--- config.mk ---
export PLATFORM = sky130hd
export DESIGN_NAME = ifu_fetch
export DESIGN_NICKNAME = d
export VERILOG_FILES = /design/src/rtl/ifu_fetch_pkg.sv /design/src/rtl/ifu_npc_sel.sv /design/src/rtl/ifu_fetch.sv
export SDC_FILE = /design/constraint.sdc
export NUM_CORES = 1
export LEC_CHECK = 0
export CORE_MARGIN = 2
export CORE_UTILIZATION = 27
export CTS_CLUSTER_SIZE = 16
export DETAILED_ROUTE_END_ITERATION = 10
export GPL_TIMING_DRIVEN = 0
export SYNTH_ARGS = -nofsm -noshare
export SYNTH_HDL_FRONTEND = slang
export SYNTH_HIERARCHICAL = 1
export SYNTH_SLANG_ARGS = --single-unit
--- constraint.sdc ---
create_clock -name clk_i -period 2.9 [get_ports clk_i]
set_input_delay 0.29 -clock clk_i [delete_from_list [all_inputs] [get_ports clk_i]]
set_output_delay 0.29 -clock clk_i [all_outputs]
set_load 0.01 [all_outputs]
--- src/rtl/ifu_fetch_pkg.sv ---
// Shared fetch-unit types and constants (widths are also used by the decode stage).
package ifu_fetch_pkg;

  localparam int unsigned PC_W   = 64;
  localparam int unsigned INST_W = 32;

  localparam logic [PC_W-1:0] RESET_PC_DEFAULT = 64'h8000_0000;
  localparam logic [PC_W-1:0] PC_STEP          = PC_W'(4);

  typedef enum logic [1:0] {
    S_REQ  = 2'd0,
    S_WAIT = 2'd1,
    S_OUT  = 2'd2
  } fetch_state_e;

  // Redirect targets are word aligned; low two bits are ignored.
  function automatic logic [PC_W-1:0] align_pc(input logic [PC_W-1:0] addr);
    return {addr[PC_W-1:2], 2'b00};
  endfunction

endpackage

--- src/rtl/ifu_npc_sel.sv ---
// Next-pc selection: redirect priority (E over D), target alignment and sequential pc+4.
module ifu_npc_sel
  import ifu_fetch_pkg::*;
(
  input  logic            e_redir_en,
  input  logic [PC_W-1:0] e_redir_npc,
  input  logic            d_byp_en,
  input  logic [PC_W-1:0] d_byp_npc,
  input  logic [PC_W-1:0] pc,
  output logic            redir_c,
  output logic [PC_W-1:0] redir_pc_c,
  output logic [PC_W-1:0] pc_inc_c
);

  // Any redirect source active this cycle.
  assign redir_c = e_redir_en | d_byp_en;

  // E-stage target wins over the decode bypass when both fire.
  assign redir_pc_c = align_pc(e_redir_en ? e_redir_npc : d_byp_npc);

  // Sequential successor; wraps naturally at 2^64.
  assign pc_inc_c = pc + PC_STEP;

endmodule

--- src/rtl/ifu_fetch.sv ---
// Instruction fetch: one outstanding imem request, response capture, D-pipe handoff, redirects.
module ifu_fetch
  import ifu_fetch_pkg::*;
#(
  parameter logic [63:0] RESET_PC = RESET_PC_DEFAULT
) (
  input  logic        clk_i,
  input  logic        rst_n_i,
  output logic        imem_req_valid_o,
  input  logic        imem_req_ready_i,
  output logic [63:0] imem_req_addr_o,
  input  logic        imem_rsp_valid_i,
  input  logic [31:0] imem_rsp_data_i,
  output logic        imem_rsp_ready_o,
  input  logic        e_redir_en_i,
  input  logic [63:0] e_redir_npc_i,
  input  logic        d_byp_en_i,
  input  logic [63:0] d_byp_npc_i,
  output logic        f_valid_o,
  input  logic        D_ready_i,
  output logic [31:0] inst_o,
  output logic [63:0] pc_o
);

  fetch_state_e      state_q, state_d;
  logic [PC_W-1:0]   pc_q, pc_d;
  logic              drop_q, drop_d;
  logic [INST_W-1:0] inst_q, inst_d;
  logic [PC_W-1:0]   pc_out_q, pc_out_d;

  logic              redir_c;
  logic [PC_W-1:0]   redir_pc_c;
  logic [PC_W-1:0]   pc_inc_c;
  logic              req_fire_c;
  logic              rsp_fire_c;
  logic              hand_fire_c;

  // Redirect priority, alignment and pc+4.
  ifu_npc_sel u_npc_sel (
    .e_redir_en  (e_redir_en_i),
    .e_redir_npc (e_redir_npc_i),
    .d_byp_en    (d_byp_en_i),
    .d_byp_npc   (d_byp_npc_i),
    .pc          (pc_q),
    .redir_c     (redir_c),
    .redir_pc_c  (redir_pc_c),
    .pc_inc_c    (pc_inc_c)
  );

  // Interface outputs are decoded straight from state; f_valid is squashed by a same-cycle redirect.
  assign imem_req_valid_o = (state_q == S_REQ);
  assign imem_req_addr_o  = pc_q;
  assign imem_rsp_ready_o = (state_q == S_WAIT);
  assign f_valid_o        = (state_q == S_OUT) & ~redir_c;
  assign inst_o           = inst_q;
  assign pc_o             = pc_out_q;

  assign req_fire_c  = imem_req_valid_o & imem_req_ready_i;
  assign rsp_fire_c  = imem_rsp_ready_o & imem_rsp_valid_i;
  assign hand_fire_c = f_valid_o & D_ready_i;

  // Next-state, pc, drop and capture logic; a redirect overrides every other rule.
  always_comb begin
    state_d  = state_q;
    pc_d     = pc_q;
    drop_d   = drop_q;
    inst_d   = inst_q;
    pc_out_d = pc_out_q;

    if (redir_c) begin
      pc_d = redir_pc_c;
      unique case (state_q)
        S_REQ: begin
          // Old address already accepted: its response must be thrown away.
          if (req_fire_c) begin
            state_d = S_WAIT;
            drop_d  = 1'b1;
          end
        end
        S_WAIT: begin
          if (rsp_fire_c) begin
            state_d = S_REQ;
            drop_d  = 1'b0;
          end else begin
            drop_d  = 1'b1;
          end
        end
        S_OUT: begin
          state_d = S_REQ;
        end
        default: begin
          state_d = S_REQ;
        end
      endcase
    end else begin
      unique case (state_q)
        S_REQ: begin
          if (req_fire_c) begin
            state_d = S_WAIT;
          end
        end
        S_WAIT: begin
          if (rsp_fire_c) begin
            if (drop_q) begin
              drop_d  = 1'b0;
              state_d = S_REQ;
            end else begin
              inst_d   = imem_rsp_data_i;
              pc_out_d = pc_q;
              state_d  = S_OUT;
            end
          end
        end
        S_OUT: begin
          if (hand_fire_c) begin
            pc_d    = pc_inc_c;
            state_d = S_REQ;
          end
        end
        default: begin
          state_d = S_REQ;
        end
      endcase
    end
  end

  // State and datapath registers; reset abandons any in-flight request.
  always_ff @(posedge clk_i or negedge rst_n_i) begin
    if (!rst_n_i) begin
      state_q  <= S_REQ;
      pc_q     <= RESET_PC;
      drop_q   <= 1'b0;
      inst_q   <= '0;
      pc_out_q <= '0;
    end else begin
      state_q  <= state_d;
      pc_q     <= pc_d;
      drop_q   <= drop_d;
      inst_q   <= inst_d;
      pc_out_q <= pc_out_d;
    end
  end

endmodule

==> summary.txt <==
Worst setup path
  • CP dominant cell by count: mux2_2
  • CP required: 3.22 ns
  • Critical Path AT: roughly 3 ns
  • Critical Path, Cell by Cell: nand4_4, nor4_4, and4_1, buf_6, nor3b_2, xor2_1, mux2_2, mux2_2
  • Worst reg2reg path depth: 8
  • Critical path origin: imem_req_addr_o[6]
  • Origin of the critical flop-to-flop path: imem_req_addr_o[6]
  • Reg2reg setup slack: about 0.16 ns
  • Crit path capture type: flip-flop
  • Crit-path max FO: 9
  • Max incr delay on CP: 0.53 ns
  • Crit Path Category: reg -> reg
  • Reg-to-reg endpoint: imem_req_addr_o[47]
  • Worst setup SP type: flip-flop
  • Crit path max-delay cell type: dfrtp_1

Global routing
  • First-pass GRT wire length: roughly 44000 um
  • Number of global-route vias before repair: ~7300
  • Initial antenna violation count: 0
  • GRT Total Usage: around 16%
  • Gr ovfl total: 0
  • Pin count of the biggest net entering global routing: slightly above 90

Routing
  • DR WL/cell: roughly 19 um
  • Final ANT Viol Nets: 0
  • Residual DRC: 0
  • Final wirelength: ~29000 um
  • DR pass1 iterations: 4
  • Detailed Route Iter0 Violations: approximately 210
  • Vias/cell: 4.54
  • Total number of vias: around 6900

Logic synthesis
  • Leading area contributor after synthesis: dfrtp_1
  • Synth Area in Compound Gates: less than 1%
  • Unique masters post-synth: 38
  • Yosys warnings: 6
  • Synth Area in XOR/XNOR: 5.80%
  • Share of the synthesized area in the top cell type: between 40% and 50%
  • Synthesized instance count: roughly 700
  • Top post-synthesis cells by area: dfrtp_1 (45%), mux2_2 (32%), mux2_4 (4.8%)
  • Mapped cell area: between 9000 and 10000 um2
  • Adder and majority cell fraction of the synthesized area: less than 1%
  • Main combinational cell family by area after synthesis: multiplexers
  • Mux cell area share after synthesis: 36.7%
  • Syn Area/Cell: approximately 13 um2
  • Post-synthesis simple-gate area fraction: 8.96%
  • Synthesized flop and latch total: roughly 160
  • Sequential share of the synthesized area: 45.0%

Layout
  • Core Util, Final: ~41%
  • Layout cell share with drive strength beyond 1: around a third
  • Multi-input combinational cell area: roughly 4700 um2
  • ANT cells: 0
  • Most frequent cells in the layout: clkdlybuf4s50_1 (323), mux2_2 (257), dfrtp_1 (162)
  • Seq. cell area: 4080 um2
  • Most common library cell in the layout ignoring fill and taps: clkdlybuf4s50_1
  • Nets@finish: roughly 1200
  • P&R area growth vs syn: 49.0%
  • Fillers: 3246

Die
  • Starting density of the core: around 27%
  • Die width: about 190 um
  • Core Rows: 67
  • Die Area: 35100 um2
  • Die H: 187 um
  • Core area: 33300 um2
  • # IOs: 330

Placement
  • Detail Placement HPWL: 21800 um
  • Buffers on Ports: roughly 320
  • RD Place Congestion: roughly 0.8

Flow run
  • Max Cap Violations: 0

Clock network
  • CTS tree: built
  • TritonCTS Buffers: 17
  • Worst skew pair latency: 0.44 ns
  • Number of clock sinks: about 160
  • Root Buffer: clkbuf_16
  • H-tree depth: 4
  • Clock Pin Slew Worst Setup and Hold Paths: approximately 0.070 ns
  • Clock Path Buffers: 2

STA
  • Final Critical Period: approximately 2.7 ns
  • Clock Skews: about 0.008 ns
  • Endpoints failing hold: 0
  • Pins Over Slew Limit: 0
  • Slew HR: roughly 44%
  • RSZ-0062 raised after global routing: no
  • Fin crit share: between 90 and 100%
  • Hold_ws: between 0.4 and 0.5 ns
  • Finish-stage setup viols: 0
  • FMAX: 365 MHz
  • Worst slew pin tran: between 0.8 and 0.9 ns

Power and ir drop
  • Clock power frac: 22.0%
  • Part of the power in registers: 38.1%
  • Power after layout: a little under 10 mW
  • Power Dens Cells: around 720 nW/um2
  • Sw frac: a little over 30%
  • Internal: 6.82 mW
  • Logic pwr share: approximately 40%
  • Worst IR Drop VDD: 394 uV
  • Leakage: roughly 5.5 nW
  • Psw: a little under 3 mW

Worst hold path
  • Hold Path Sink: state_q[0]
  • Min-delay src: imem_rsp_valid_i
  • HP Class: in -> reg
  • Hold Path Depth: 2

Run status
  • Status: finished, final reports clean
==> final cells by class <==
type,count,share of cell area [%]
clock inverters,9,0.621
well taps,448,4.15
flip-flops and latches,163,30.2
multi-input cells,493,35.2
plain buffers,37,1.66
inverters,10,0.278
clock buffers,22,3.36
repair buffers,330,24.6
==> metrics by stage <==
step	std cells	worst slack, ns	instance area, um2	setup TNS [ns]
floorplan	705	0.397	9070	0
global placement	1477	-5.89	12900	-1016.84
detailed placement	1478	-0.997	12900	-60.02
CTS	1513	0.0318	13500	0
global route	1512	0.00325	13500	0
finish	1512	0.160	13500	0
==> flip-flops by register name (all words and copies together), names as in the netlist <==
register / count
drop_q: 1
imem_req_addr_o: 64
inst_o: 32
pc_o: 64
state_q: 2
==> power by group through the flow <==
stage / Sequential [mW] / Combinational [mW] / Clock, mW
floorplan: 4.05 / 1.29 / 0
global route: 3.86 / 4.15 / 2.32
global placement: 3.74 / 3.92 / 0
detailed placement: 3.77 / 3.94 / 0
CTS: 3.74 / 3.97 / 2.24
finish: 3.73 / 3.90 / 2.15
==> worst max-delay path by stage <==
stage | slack [ns] | endpoint | cells past startpoint
after CTS | 0.03 | f_valid_o | 7
final | 0.16 | imem_req_addr_o[47] | 8
after global routing | 0.003 | imem_req_addr_o[47] | 8
after global placement | -5.89 | pc_o[11] | 1
after detailed placement | -1.0 | f_valid_o | 8
after floorplan | 0.40 | inst_o[10] | 9
==> worst max-delay path, delay by kind of cell, from the launching register on <==
family,cells,cell delay [ns]
buffers and inverters,1,0.17
xor gates and xnor gates,1,0.09
DFF,1,0.53
muxes,2,0.53
and+or+nand+nor,4,1.29
==> cells by family (layout without fill, tap and decap cells) <==
logic type | count (synthesis) | after routing
XOR/XNOR | 60 | 60
adder cells (fa/ha/maj) | 1 | 1
multiplexers | 286 | 286
other | 1 | 2
flip-flops | 163 | 163
buffers and inverters | 49 | 408
AND/OR/NAND/NOR | 140 | 140
AO/OA/AOI/OAI | 4 | 4
==> cell usage after synthesis, drive strengths merged <==
library cell,instances
a211oi,1
a31oi,1
and3,6
and4,5
buf,30
clkbuf,9
conb,1
dfrtp,162
dfstp,1
ha,1
inv,10
mux2,286
nand2,23
nand2b,1
nand3,29
nand4,22
nor2,28
nor2b,1
nor3,12
nor3b,2
nor4,8
nor4b,1
o22a,1
o41ai,1
or2,1
or4,1
xnor2,32
xor2,28
==> what timing repair did <==
item / CTS / global route
pin swaps: 3 / 0
hold endpoints to repair: 91 / 0
gates resized for setup: 6 / 2
buffers inserted: 4 / 0
setup endpoints to repair: 52 / 4
hold buffers: 1 / 0
==> metal layers <==
| layer | wire, um | global-route usage [%] | up-vias |
|---|---|---|---|
| met5 | 0 | 0 | - |
| met4 | 302 | 3.94 | 0 |
| met3 | 2450 | 5.93 | 18 |
| met2 | 13500 | 27.3 | 233 |
| met1 | 12500 | 20.3 | 3384 |
| li1 | - | - | 3224 |
(Power assumes the default switching activity.)
